**src/rtl/uart_tx_scheduler.sv**
```systemverilog
// Byte FIFO that feeds a UART transmitter one byte at a time using its busy handshake.
// Optional WAIT_BUSY watchdog: define UART_TX_SCHED_TIMEOUT_EN.
module uart_tx_scheduler #(
    parameter int DEPTH          = 8,
    parameter int DATA_W         = 8,
    parameter int TIMEOUT_CYCLES = 1024
) (
    input  logic                       clk,
    input  logic                       rst,
    input  logic                       wr_en,
    input  logic [DATA_W-1:0]          wr_data,
    input  logic                       clr_overflow,
    input  logic                       uart_busy,
    output logic [DATA_W-1:0]          uart_tx_data,
    output logic                       uart_tx_start,
    output logic                       fifo_full,
    output logic                       fifo_empty,
    output logic [$clog2(DEPTH+1)-1:0] fifo_count,
    output logic                       overflow,
    output logic                       sched_busy,
    output logic                       timeout_err
);
    localparam int PTR_W = $clog2(DEPTH);
    localparam int CNT_W = $clog2(DEPTH+1);

    typedef enum logic [1:0] {IDLE, LAUNCH, WAIT_BUSY, WAIT_DONE} state_t;

    state_t              state_q, state_d;
    logic [PTR_W-1:0]    wptr_q, wptr_d, rptr_q, rptr_d;
    logic [CNT_W-1:0]    count_q, count_d;
    logic [DATA_W-1:0]   tx_data_q, tx_data_d;
    logic                start_q, start_d;
    logic                overflow_q, overflow_d;
    logic [DATA_W-1:0]   mem_q [DEPTH];
    logic                push, pop, full, empty;

    assign full  = (count_q == CNT_W'(DEPTH));
    assign empty = (count_q == '0);
    assign push  = wr_en && !full;

`ifdef UART_TX_SCHED_TIMEOUT_EN
    localparam int TO_W = $clog2(TIMEOUT_CYCLES+1);
    localparam logic [TO_W-1:0] TO_LAST = TO_W'(TIMEOUT_CYCLES-1);
    logic [TO_W-1:0] to_cnt_q, to_cnt_d;
    logic            timeout_q, timeout_d;
`endif

    always_comb begin
        state_d   = state_q;
        tx_data_d = tx_data_q;
        pop       = 1'b0;
        // Strobe is registered: it is high the cycle after LAUNCH.
        start_d   = (state_q == LAUNCH);
`ifdef UART_TX_SCHED_TIMEOUT_EN
        timeout_d = timeout_q;
        to_cnt_d  = to_cnt_q;
        if (state_q == LAUNCH)
            to_cnt_d = '0;
        else if (state_q == WAIT_BUSY)
            to_cnt_d = to_cnt_q + TO_W'(1);
`endif
        case (state_q)
            IDLE: begin
                if (!empty && !uart_busy) begin
                    pop       = 1'b1;
                    tx_data_d = mem_q[rptr_q];
                    state_d   = LAUNCH;
                end
            end
            LAUNCH: state_d = WAIT_BUSY;
            WAIT_BUSY: begin
                if (uart_busy)
                    state_d = WAIT_DONE;
`ifdef UART_TX_SCHED_TIMEOUT_EN
                else if (to_cnt_q == TO_LAST) begin
                    state_d   = IDLE;
                    timeout_d = 1'b1;
                end
`endif
            end
            WAIT_DONE: begin
                if (!uart_busy)
                    state_d = IDLE;
            end
            default: state_d = IDLE;
        endcase

        wptr_d  = wptr_q + PTR_W'(push);
        rptr_d  = rptr_q + PTR_W'(pop);
        count_d = count_q + CNT_W'(push) - CNT_W'(pop);

        overflow_d = overflow_q;
        if (wr_en && full)
            overflow_d = 1'b1;
        else if (clr_overflow)
            overflow_d = 1'b0;
    end

    always_ff @(posedge clk) begin
        if (rst) begin
            state_q    <= IDLE;
            wptr_q     <= '0;
            rptr_q     <= '0;
            count_q    <= '0;
            tx_data_q  <= '0;
            start_q    <= 1'b0;
            overflow_q <= 1'b0;
`ifdef UART_TX_SCHED_TIMEOUT_EN
            to_cnt_q   <= '0;
            timeout_q  <= 1'b0;
`endif
        end else begin
            state_q    <= state_d;
            wptr_q     <= wptr_d;
            rptr_q     <= rptr_d;
            count_q    <= count_d;
            tx_data_q  <= tx_data_d;
            start_q    <= start_d;
            overflow_q <= overflow_d;
`ifdef UART_TX_SCHED_TIMEOUT_EN
            to_cnt_q   <= to_cnt_d;
            timeout_q  <= timeout_d;
`endif
        end
    end

    always_ff @(posedge clk) begin
        if (push)
            mem_q[wptr_q] <= wr_data;
    end

    assign uart_tx_data  = tx_data_q;
    assign uart_tx_start = start_q;
    assign fifo_full     = full;
    assign fifo_empty    = empty;
    assign fifo_count    = count_q;
    assign overflow      = overflow_q;
    assign sched_busy    = (state_q != IDLE) || !empty;
`ifdef UART_TX_SCHED_TIMEOUT_EN
    assign timeout_err   = timeout_q;
`else
    // Constant 0; the parameter is still referenced so the disabled build consumes it.
    assign timeout_err   = (TIMEOUT_CYCLES < 1) & 1'b0;
`endif
endmodule

```
**config.mk**
```make
export PLATFORM = sky130hd
export DESIGN_NAME = uart_tx_scheduler
export DESIGN_NICKNAME = d
export VERILOG_FILES = /design/src/rtl/uart_tx_scheduler.sv
export SDC_FILE = /design/constraint.sdc
export NUM_CORES = 1
export LEC_CHECK = 0
export BUFFER_PORTS_ARGS = -buffer_cell sky130_fd_sc_hd__buf_2
export CAP_MARGIN = 20
export CORE_UTILIZATION = 60
export CTS_BUF_LIST = sky130_fd_sc_hd__clkbuf_4 sky130_fd_sc_hd__clkbuf_8
export DETAILED_ROUTE_END_ITERATION = 8
export GPL_ROUTABILITY_DRIVEN = 0
export PLACE_DENSITY = 0.86
export SYNTH_ARGS = -nofsm -noshare
export SYNTH_HDL_FRONTEND = slang
export SYNTH_SLANG_ARGS = --single-unit
```
**constraint.sdc**
```tcl
create_clock -name clk -period 6.14 [get_ports clk]
set_input_delay 0.614 -clock clk [delete_from_list [all_inputs] [get_ports clk]]
set_output_delay 0.614 -clock clk [all_outputs]
set_load 0.01 [all_outputs]
```
## Yosys cells after proc, flatten, opt, wreduce, memory -nomap -nowiden

Memories as Yosys holds them, arrays and structs flattened. A register that Yosys moved wholly into a read port is not among the register bits.
Index checks and enable logic that the tools add are counted.

| storage, ports and cells | value |
|---|---|
| output and inout port bits | 18 |
| logic and storage cells | 41 |
| memories | 1 |
| register bits | 14 |
| bits in writable memories | 64 |
| bits of input ports | 13 |

Memory list:

| name | depth | bits a word | read ports | clocked after Yosys merged registers in | wr ports | RTL line | text |
|---|---|---|---|---|---|---|---|
| mem_q | 8 | 8 | 1 | 1 | 1 | 34 | `logic [DATA_W-1:0] mem_q [DEPTH];` |

| operators by class | value |
|---|---|
| equal/unequal tests | 7 |
| add/sub/neg operators | 4 |
| reduce and logical (&&, ||, !) cells | 13 |
| mux-type cells | 10 |

Operators by type and width:

| kind | number |
|---|---|
| 2-bit one-hot mux with 4 select lines | 1 |
| 3-bit by 1-bit adder with 3-bit output | 2 |
| 1-bit two-way mux | 6 |
| 2-bit two-way mux | 3 |
| 2-bit != test, second input constant | 3 |
| 4-bit by 1-bit adder with 4-bit output | 1 |
| 2-bit == test, second input constant | 2 |
| 4-bit == test, second input constant | 1 |
| 4-bit zero test | 1 |
| 2-bit nonzero test | 2 |
| 4-bit by 1-bit subtractor with 4-bit output | 1 |
| 1-bit logical AND | 3 |
| 1-bit zero test | 3 |
| 3-bit AND reduction | 1 |
| 2-bit by 1-bit == test with 1-bit output, second input constant | 1 |
| 2-bit zero test | 1 |
| 2-bit AND reduction | 1 |
| 1-bit logical OR | 1 |

## Depth between registers and ports, before layout

Gate-level depths: netlist of run 1.

| depth | value |
|---|---|
| depth after elaboration | 6 |
| mapped depth | 11 |
| depth with buffers taken out | 10 |

## Least setup slack after synthesis of run 1

No wires, ideal clock.

| path | value |
|---|---|
| path kind | register to register |
| start | register count_q[2] (netlist: fifo_count[2]) |
| end | register count_q[3] (netlist: fifo_count[3]) |
| clock period less this slack | 2.198 ns |
| data arrival time | 2.070 ns |
| cell stages (with the launch flop) | 12 |
| setup time | 0.128 ns |
| slack | 3.942 ns |
| buffers on the path | 1 |
| data required time | 6.012 ns |
| path through | dfxtp_1 > inv_1 > ha_1 > nor3b_2 > nor3b_1 > buf_2 > nand2_1 > ha_1 > a21o_1 > a21oi_1 > xnor2_1 > nor2_1 |

| between the ends | value |
|---|---|
| cells in the longest elaborated chain, start to end | 6 |
| elaborated cells on any way between the ends | 10 |
| those cells by class | add/sub: 2; eq/ne: 1; mux: 2; reduce/logical: 5 |

Ends and longest elaborated chain:

| element | RTL line | text |
|---|---|---|
| start: declaration | 30 | `logic [CNT_W-1:0] count_q, count_d;` |
| start signal: assignment | 116 | `count_q <= count_d;` |
| 4-bit zero test | 38 | `assign empty = (count_q == '0);` |
| named net fifo_empty | 17 | `output logic fifo_empty,` |
| 1-bit zero test | 64 | `if (!empty && !uart_busy) begin` |
| 1-bit logical AND | 64 |  |
| 1-bit two-way mux | 64 |  |
| 1-bit two-way mux | 62 | `case (state_q)` |
| 4-bit by 1-bit subtractor with 4-bit output | 90 | `count_d = count_q + CNT_W'(push) - CNT_W'(pop);` |

The timed path passes the listed nets, and every way through them passes these cells.
A chain may end at the register's enable or synchronous reset.

## Worst setup path after layout of run 1

| path | value |
|---|---|
| start | register count_q[2] (netlist: fifo_count[2]) |
| end | memory mem_q[5][6], enable pin |

| between the ends | value |
|---|---|
| cells in the longest elaborated chain, start to end | 5 |

Ends and longest elaborated chain:

| element | RTL line | text |
|---|---|---|
| 4-bit == test | 37 | `assign full = (count_q == CNT_W'(DEPTH));` |
| 1-bit zero test | 39 | `assign push = wr_en && !full;` |
| 1-bit logical AND | 39 |  |
| 1-bit two-way mux | 128 | `if (push)` |
| 1-bit two-way mux (implied by the code) | 129 | `mem_q[wptr_q] <= wr_data;` |
| end: declaration | 34 |  |

No other way between the ends.

==> out/metrics.cfg, run 1 <==
[route]
detail-route-antenna-nets=0
drtIter0Drc=104
dr.pass1.iters=4
viasPerCell=5.74
routedWlPerCell_um=18.6
drcViolationCount=0
route.final.wire_length_um=5900
vias=1819

[floorplan]
rows=27
die_h_um=78.3
die_area_mm2=0.00613
start_util=0.626
die_w_um=78.3
pin_count=31
core-area_mm2=0.00557

[finish]
final_nets=267
n_antenna_cell=0
final_util=0.705
layout_common_cells=edfxtp_1 (64), buf_2 (29), nor2_1 (23)
drive_above_1_share=0.253
syn2layout_area_growth_pct=12.6
final_common_cell=edfxtp_1
fill_cells=353

[synthesis]
synth.top_cell.area_share=0.550
synthesis.nets=233
syn_inst=206
synth.distinct_cells=29
synth_area_leaders=edfxtp_1 (55%), dfxtp_1 (13%), mux4_2 (6.4%), ha_1 (4.7%), mux4_1 (4.5%)
synth-seq-cells=86
ys.flop_type=edfxtp_1
yosys_warnings=0
ys_seq_area_frac=0.676
postSynth.asyncResetShare=0
synth_top_area_cell=edfxtp_1
syn_area_per_cell_um2=17.0
synth_edf_count=64
synth_area_mm2=0.00349

[power_and_ir_drop]
intPower_w=0.00111
leakagePower_nw=1.40
pwr_density_cell_mw_per_mm2=396
switching_share=0.284
clock_power_share=0.280
ir_worst_vdd_mv=0.212
power_switching_w=0.000442
comb_power_share=0.238
p_seq_frac=0.482

[hold_path]
hp-class=reg -> reg

[clock_network]
clkLatencyLatePin_ns=0.35
clkTransAtPathRegs_ns=0.09
cts.path.max_buffers=2
cts_resized=0
clock-sinks=86
cts_tree=done
cts-root-buf=clkbuf_8
htreeDepth=3
cts_setup_buffers=0
cts_made_buffers=9
hold_buffers=0

[critical_path]
regToRegSetupSlack_ns=3.86
critPathMaxFanout=8
cp.arrival_ns=2.25
cp-start-kind=flip-flop
critPathCaptureType=flip-flop
cp_data_required_time_ns=6.10
critPathKind=reg -> reg

[outcome]
status=completed

[sta]
relSlewSlack=0.385
worst_slew_pin_slew_ns=0.919
slew_violations=0
period_share=0.372
rsz0062_at_grt=no
hold_viol=0
clock_skew_ns=0.0153
fin_tns_setup_ns=0
layout_min_cycle_time_ns=2.28
setup_viol=0
fmax_mhz=438

[placed_design]
dpl.hpwl_um=3790
io_buffers=29

[global_routing]
grt_max_degree=23
grt_usage=0.213
grt_pass1_wl_um=9130
grt_pass1_vias=1764
antenna_found_initial=0
grt_overflow_total=0

[run]
cap_violations=0

-- power by group through the flow --
stage                     logic [W]  clock network, W  registers (W)
after detailed placement   0.000357                 0       0.000769
after global placement     0.000341                 0       0.000765
after CTS                  0.000359          0.000442       0.000757
after global routing       0.000412          0.000464       0.000758
final                      0.000371          0.000436       0.000750
after floorplan            0.000263                 0       0.000753
-- critical path, stage by stage, from the launching register on --
cell and delay [ns]:
dfxtp_1 0.33, inv_1 0.07, ha_1 0.19, nor3b_1 0.15
nand2b_1 0.21, inv_1 0.12, nand2_1 0.11, nor2_1 0.73
-- sequential cells by signal (all words and copies together), names as in the netlist --
register / cells
mem_q: 64
rptr_q: 3
state_q: 2
uart_tx_data: 8
wptr_q: 3
fifo_count: 4
uart_tx_start: 1
overflow: 1
-- cell usage after synthesis (all sizes together) (6+ instances only) --
master and number:
inv 6, dfxtp 22, nor2 23, mux2i 9, a211oi 9, xnor2 6, mux4 16, ha 13
nor2b 7, buf 9, edfxtp 64
-- metrics by stage --
stage / area (µm²) / std cells / hold slack (ns) / total power [W] / setup slack [ns]
6_report: 3930 / 317 / 0.506 / 0.00156 / 3.86
3_5_place_dp: 3670 / 299 / 0.499 / 0.00113 / 3.71
3_3_place_gp: 3670 / 299 / 0.485 / 0.00111 / 3.78
5_1_grt: 3930 / 317 / 0.520 / 0.00163 / 3.68
2_1_floorplan: 3490 / 206 / 0.511 / 0.00102 / 3.94
4_1_cts: 3900 / 315 / 0.511 / 0.00156 / 3.66
-- layout make-up --
type,count,area (µm²),area share
Multi-Input combinational cell,104,1040,0.264
Timing Repair Buffer,33,195,0.0496
Clock buffer,10,131,0.0334
Sequential cell,86,2360,0.601
Inverter,6,22.5,0.00573
Tap cell,72,90.1,0.0229
Clock inverter,6,93.8,0.0239
-- logic make-up (layout without fill, tap and decap cells) --
| kind of cell | after synthesis | count (layout) | share of synthesized area |
|---|---|---|---|
| flops | 86 | 86 | 0.676 |
| simple gates | 44 | 44 | 0.0613 |
| mux | 26 | 26 | 0.139 |
| buf+inv | 16 | 55 | 0.0283 |
| fa+ha+maj | 14 | 14 | 0.0523 |
| compound gates | 13 | 13 | 0.0269 |
| xor+xnor | 6 | 6 | 0.0150 |
| other cells | 1 | 1 | 0.00107 |
-- final timing paths --
path                                       from         endpoint  depth (start not counted)
worst min register to register  uart_tx_data[2]  uart_tx_data[2]                          2
worst max-delay path              fifo_count[2]      mem_q[5][6]                          7
worst min-delay path            uart_tx_data[2]  uart_tx_data[2]                          2
worst max register to register    fifo_count[2]      mem_q[5][6]                          7
-- routing by layer --
layer / track usage / routed length (µm) / share of wire / vias up
met1: 0.284 / 2640 / 0.45 / 901
li1: - / - / - / 845
met2: 0.324 / 2880 / 0.49 / 58
met4: 0.133 / 154 / 0.026 / 0
met3: 0.0442 / 232 / 0.039 / 15
met5: 0 / 0 / 0 / -
Note: power is estimated with default switching activity, not from simulation.
==> run 2: changes to the inputs <==
clock period = 2.4 ns   (was 6.14 ns; I/O delays follow)
==> out/metrics.cfg, run 2 (synthesis results as in run 1) <==
[floorplan]
pin_count=31  ; unchanged
rows=27  ; unchanged
core-area_mm2=0.00557  ; unchanged
die_w_um=78.3  ; unchanged
start_util=0.626  ; unchanged
die_h_um=78.3  ; unchanged
die_area_mm2=0.00613  ; unchanged

[finish]
final_common_cell=edfxtp_1
layout_common_cells=edfxtp_1 (64), buf_2 (29), nor2_1 (23)
fill_cells=347  ; -1.7%
largest_reg_flops=64  ; unchanged
final_nets=277  ; +3.7%
syn2layout_area_growth_pct=13.4
n_antenna_cell=0  ; unchanged
finalNonFillerCells=327  ; +3.2%
top_register=mem_q
finalInstanceArea_mm2=0.00396  ; +0.76%
drive_above_1_share=0.282  ; +0.0293

[global_routing]
grt_pass1_vias=1804  ; +2.3%
grt_usage=0.215  ; +0.00198
antenna_found_initial=0  ; unchanged
grt_pass1_wl_um=9230  ; +1.1%
grt_max_degree=23  ; unchanged
grt_overflow_total=0  ; unchanged

[route]
met3_length_um=356  ; +53%
vias=1825  ; +0.33%
dr.pass1.iters=4  ; unchanged
route.final.wire_length_um=5800  ; -1.7%
routedWlPerCell_um=17.7  ; -4.7%
drcViolationCount=0  ; unchanged
detail-route-antenna-nets=0  ; unchanged
met2_length_um=2820  ; -2.0%
viasPerCell=5.58  ; -2.7%
routedLengthMet1_um=2500  ; -5.0%
top_layer_used=met4
drtIter0Drc=108  ; +3.8%

[sta]
worst_slew_pin_slew_ns=0.635  ; -0.284 ns
fmax_mhz=472  ; +7.7%
period_share=0.884  ; +0.512
clock_skew_ns=0.00795  ; -0.00732 ns
setup_viol=0  ; unchanged
rsz0062_at_grt=no
slew_violations=0  ; unchanged
layout_min_cycle_time_ns=2.12  ; -0.163 ns
fin_tns_setup_ns=0  ; unchanged
hold_ws_ns=0.143  ; -0.363 ns
hold_viol=0  ; unchanged
relSlewSlack=0.576  ; +0.191

[clock_network]
htreeDepth=3  ; unchanged
cts_setup_buffers=0  ; unchanged
cts_resized=0  ; unchanged
cts-root-buf=clkbuf_8
clock-sinks=86  ; unchanged
cts_made_buffers=9  ; unchanged
cts_tree=done
clkLatencyLatePin_ns=0.35  ; about the same
clkTransAtPathRegs_ns=0.08  ; about the same
hold_buffers=0  ; unchanged
cts.path.max_buffers=2  ; unchanged

[placed_design]
io_buffers=29  ; unchanged
dpl-instance-area_mm2=0.00376  ; +2.5%
dp.cells=311  ; +4.0%
dpl.hpwl_um=3820  ; +0.69%

[critical_path]
cp_data_required_time_ns=2.62  ; -3.48 ns
crit-reg2reg-launch=fifo_count[2]
cp.arrival_ns=2.34  ; +0.09 ns
critPathMaxFanout=4  ; -4
worstSetupStartpoint=fifo_count[2]
critPathCaptureType=flip-flop
critPathKind=reg -> reg
regToRegSetupSlack_ns=0.28  ; -3.58 ns
cp-start-kind=flip-flop

[power_and_ir_drop]
ir_worst_vdd_mv=0.530  ; +150%
pwr_density_cell_mw_per_mm2=975  ; +150%
leakagePower_nw=1.44  ; +2.8%
power_w=0.00386  ; +150%

[run]
cap_violations=0  ; unchanged

[hold_path]
min_from=wr_en
hp-class=in -> reg

[outcome]
status=completed

[run 2: worst paths after layout]
| path | cells past startpoint | endpoint |
|---|---|---|
| max reg2reg | 10 | fifo_count[3] |
| max | 10 | fifo_count[3] |
| min | 3 | overflow |
| min reg2reg | 2 | uart_tx_data[7] |
[run 2: final cells by class]
cell class / instances / area, µm² / area share
Sequential cell: 86 / 2360 / 0.596
Multi-Input combinational cell: 104 / 1040 / 0.262
Timing Repair Buffer: 43 / 250 / 0.0632
Clock buffer: 10 / 131 / 0.0332
Tap cell: 72 / 90.1 / 0.0227
Clock inverter: 6 / 68.8 / 0.0174
Inverter: 6 / 22.5 / 0.00569
[run 2: critical path, stage by stage, from the launching register on]
cell	delay, ns
dfxtp_1	0.33
inv_1	0.07
ha_1	0.20
nor3b_2	0.18
nor3b_2	0.27
nand2_1	0.14
ha_1	0.28
a21o_1	0.15
a21oi_1	0.18
xnor2_1	0.14
nor2_1	0.05
[run 2: metrics by stage]
step / util / setup WS (ns)
floorplan: - / 0.202
global placement: 0.675 / 0.381
finish: 0.711 / 0.280
CTS: 0.711 / 0.258
detailed placement: 0.675 / 0.288
global route: 0.711 / 0.0516
[run 2: report_power, final]
part / internal, W / leakage, nW / switching [W]
combinational: 0.000459 / 0.578 / 0.000488
clock: 0.000500 / 0.101 / 0.000511
sequential: 0.00178 / 0.761 / 0.000126
total: 0.00274 / 1.44 / 0.00112
[run 2: metal layers]
layer / vias to the layer above / track usage
li1: 863 / -
met4: 0 / 0.130
met3: 11 / 0.0547
met2: 58 / 0.323
met5: - / 0
met1: 893 / 0.284
==> run 3: changes to the inputs <==
CORE_ASPECT_RATIO = 0.7   (was default)
==> out/metrics.cfg, run 3 (synthesis results as in run 1) <==
[hold_path]
hp-class=in -> reg
min_from=wr_en
hold_path_depth=3  ; unchanged

[finish]
final_common_cell=edfxtp_1
final_nets=286  ; +3.2%
fill_cells=342  ; -1.4%
largest_reg_flops=64  ; unchanged
n_antenna_cell=0  ; unchanged
finalInstanceArea_mm2=0.00404  ; +2.1%
top_register=mem_q
syn2layout_area_growth_pct=15.8
drive_above_1_share=0.307  ; +0.0245
layout_common_cells=edfxtp_1 (64), buf_2 (29), nor2_1 (23), buf_4 (23), dfxtp_1 (22)

[critical_path]
cp_data_required_time_ns=2.63  ; about the same
crit-reg2reg-launch=fifo_count[2]
r2r.worst_path.cells=10  ; unchanged
worstSetupStartpoint=fifo_count[2]
critPathTopFamily=simple AND/OR/NAND/NOR gates
critPathCaptureType=flip-flop
cp.arrival_ns=2.50  ; +0.16 ns
critPathKind=reg -> reg
cp-start-kind=flip-flop
cp_slowest_cell=nor3b_2
path_buf_inv=1  ; unchanged
max_stage_delay_ns=0.35  ; +0.02 ns
crit_chain=inv_1 > ha_1 > nor3b_2 > nor3b_2 > nand2_1 > ha_1 > a21o_1 > a21oi_1 > xnor2_1 > nor2_1
critPathMaxFanout=4  ; unchanged
crit_cells=10  ; unchanged

[clock_network]
clkTransAtPathRegs_ns=0.08  ; about the same
clkLatencyLatePin_ns=0.35  ; about the same
clock-sinks=86  ; unchanged
cts_setup_buffers=0  ; unchanged
cts.path.max_buffers=2  ; unchanged
cts_resized=0  ; unchanged
cts-root-buf=clkbuf_8
htreeDepth=3  ; unchanged
hold_buffers=0  ; unchanged
cts_made_buffers=9  ; unchanged
cts_tree=done

[sta]
relSlewSlack=0.651  ; +0.0755
slew_violations=0  ; unchanged
worst_slew_pin_slew_ns=0.521  ; -0.114 ns
clock_skew_ns=0.00869  ; +0.000739 ns
period_share=0.946  ; +0.0622
hold_ws_ns=0.153  ; +0.00913 ns
setup_viol=0  ; unchanged
hold_viol=0  ; unchanged
fmax_mhz=441  ; -6.6%
layout_min_cycle_time_ns=2.27  ; +0.149 ns

[route]
viasPerCell=5.58  ; about the same
routedWlPerCell_um=18.3  ; +3.1%
detail-route-antenna-nets=0  ; unchanged
vias=1874  ; +2.7%
drtIter0Drc=87  ; -19%
dr.pass1.iters=4  ; unchanged
drcViolationCount=0  ; unchanged
route.final.wire_length_um=6140  ; +5.9%

[global_routing]
grt_pass1_vias=1803  ; -0.055%
grt_overflow_total=0  ; unchanged
grt_usage=0.228  ; +0.0134
grt_pass1_wl_um=9560  ; +3.6%
grt_max_degree=23  ; unchanged
antenna_found_initial=0  ; unchanged

[placed_design]
io_buffers=29  ; unchanged
dpl.hpwl_um=4150  ; +8.6%
dpl-instance-area_mm2=0.00381  ; +1.4%

[power_and_ir_drop]
leakagePower_nw=1.50  ; +4.2%
ir_worst_vdd_mv=0.599  ; +13%
pwr_density_cell_mw_per_mm2=986  ; +1.1%

[floorplan]
start_util=0.644  ; +0.0175
die_w_um=93.2  ; +19%
rows=22  ; -19%
core-area_mm2=0.00542  ; -2.7%
pin_count=31  ; unchanged
die_area_mm2=0.00613  ; about the same
die_h_um=65.8  ; -16%

[outcome]
status=completed

[run]
cap_violations=0  ; unchanged

-- run 3: changes by cell type in the layout (fill, tap and decap cells not counted) --
cell / delta
inv_6: -2
inv_4: +1
clkbuf_8: +3
clkinvlp_4: -1
clkinv_4: -1
buf_4: +9
-- run 3: metrics by stage --
step / utilization / total power [W] / TNS (ns) / worst slack (ns) / instances
finish: 0.746 / 0.00399 / 0 / 0.130 / 336
global route: 0.746 / 0.00420 / -0.0350 / -0.0350 / 336
CTS: 0.743 / 0.00399 / 0 / 0.186 / 334
detailed placement: 0.703 / 0.00295 / 0 / 0.212 / 318
global placement: 0.703 / 0.00289 / 0 / 0.327 / 318
floorplan: - / 0.00260 / 0 / 0.202 / 206
-- run 3: area by class of cell --
class                      instances  area (µm²)  share of cell area
inverter                           6        22.5             0.00557
timing repair buffer              52         318              0.0786
multi-input combinational        104        1040               0.256
clock buffer                      13         173              0.0427
clock inverter                     3        41.3              0.0102
tap                               72        90.1              0.0223
sequential                        86        2360               0.584
-- run 3: worst paths after layout --
check                                        to  slack [ns]
worst max register to register    fifo_count[3]        0.13
worst max-delay path              fifo_count[3]        0.13
worst min-delay path                   overflow        0.15
worst min register to register  uart_tx_data[3]        0.50
-- run 3: worst register-to-register path, stage by stage (launching register included) --
cell     delay [ns]
dfxtp_1        0.33
inv_1          0.08
ha_1           0.21
nor3b_2        0.18
nor3b_2        0.35
nand2_1        0.16
ha_1           0.31
a21o_1         0.17
a21oi_1        0.17
xnor2_1        0.14
nor2_1         0.05
-- run 3: where the power goes --
| part | total, W | leakage, nW | internal [W] | switching [W] |
|---|---|---|---|---|
| logic | 0.00104 | 0.625 | 0.000510 | 0.000534 |
| registers | 0.00189 | 0.761 | 0.00178 | 0.000113 |
| clock network | 0.00105 | 0.113 | 0.000577 | 0.000471 |
-- run 3: layer usage --
metal,GRT usage,up-vias,share of wire
met5,0,-,0
met4,0.0462,0,0.0047
met3,0.0839,2,0.052
met2,0.354,48,0.47
met1,0.316,940,0.47
li1,-,884,-
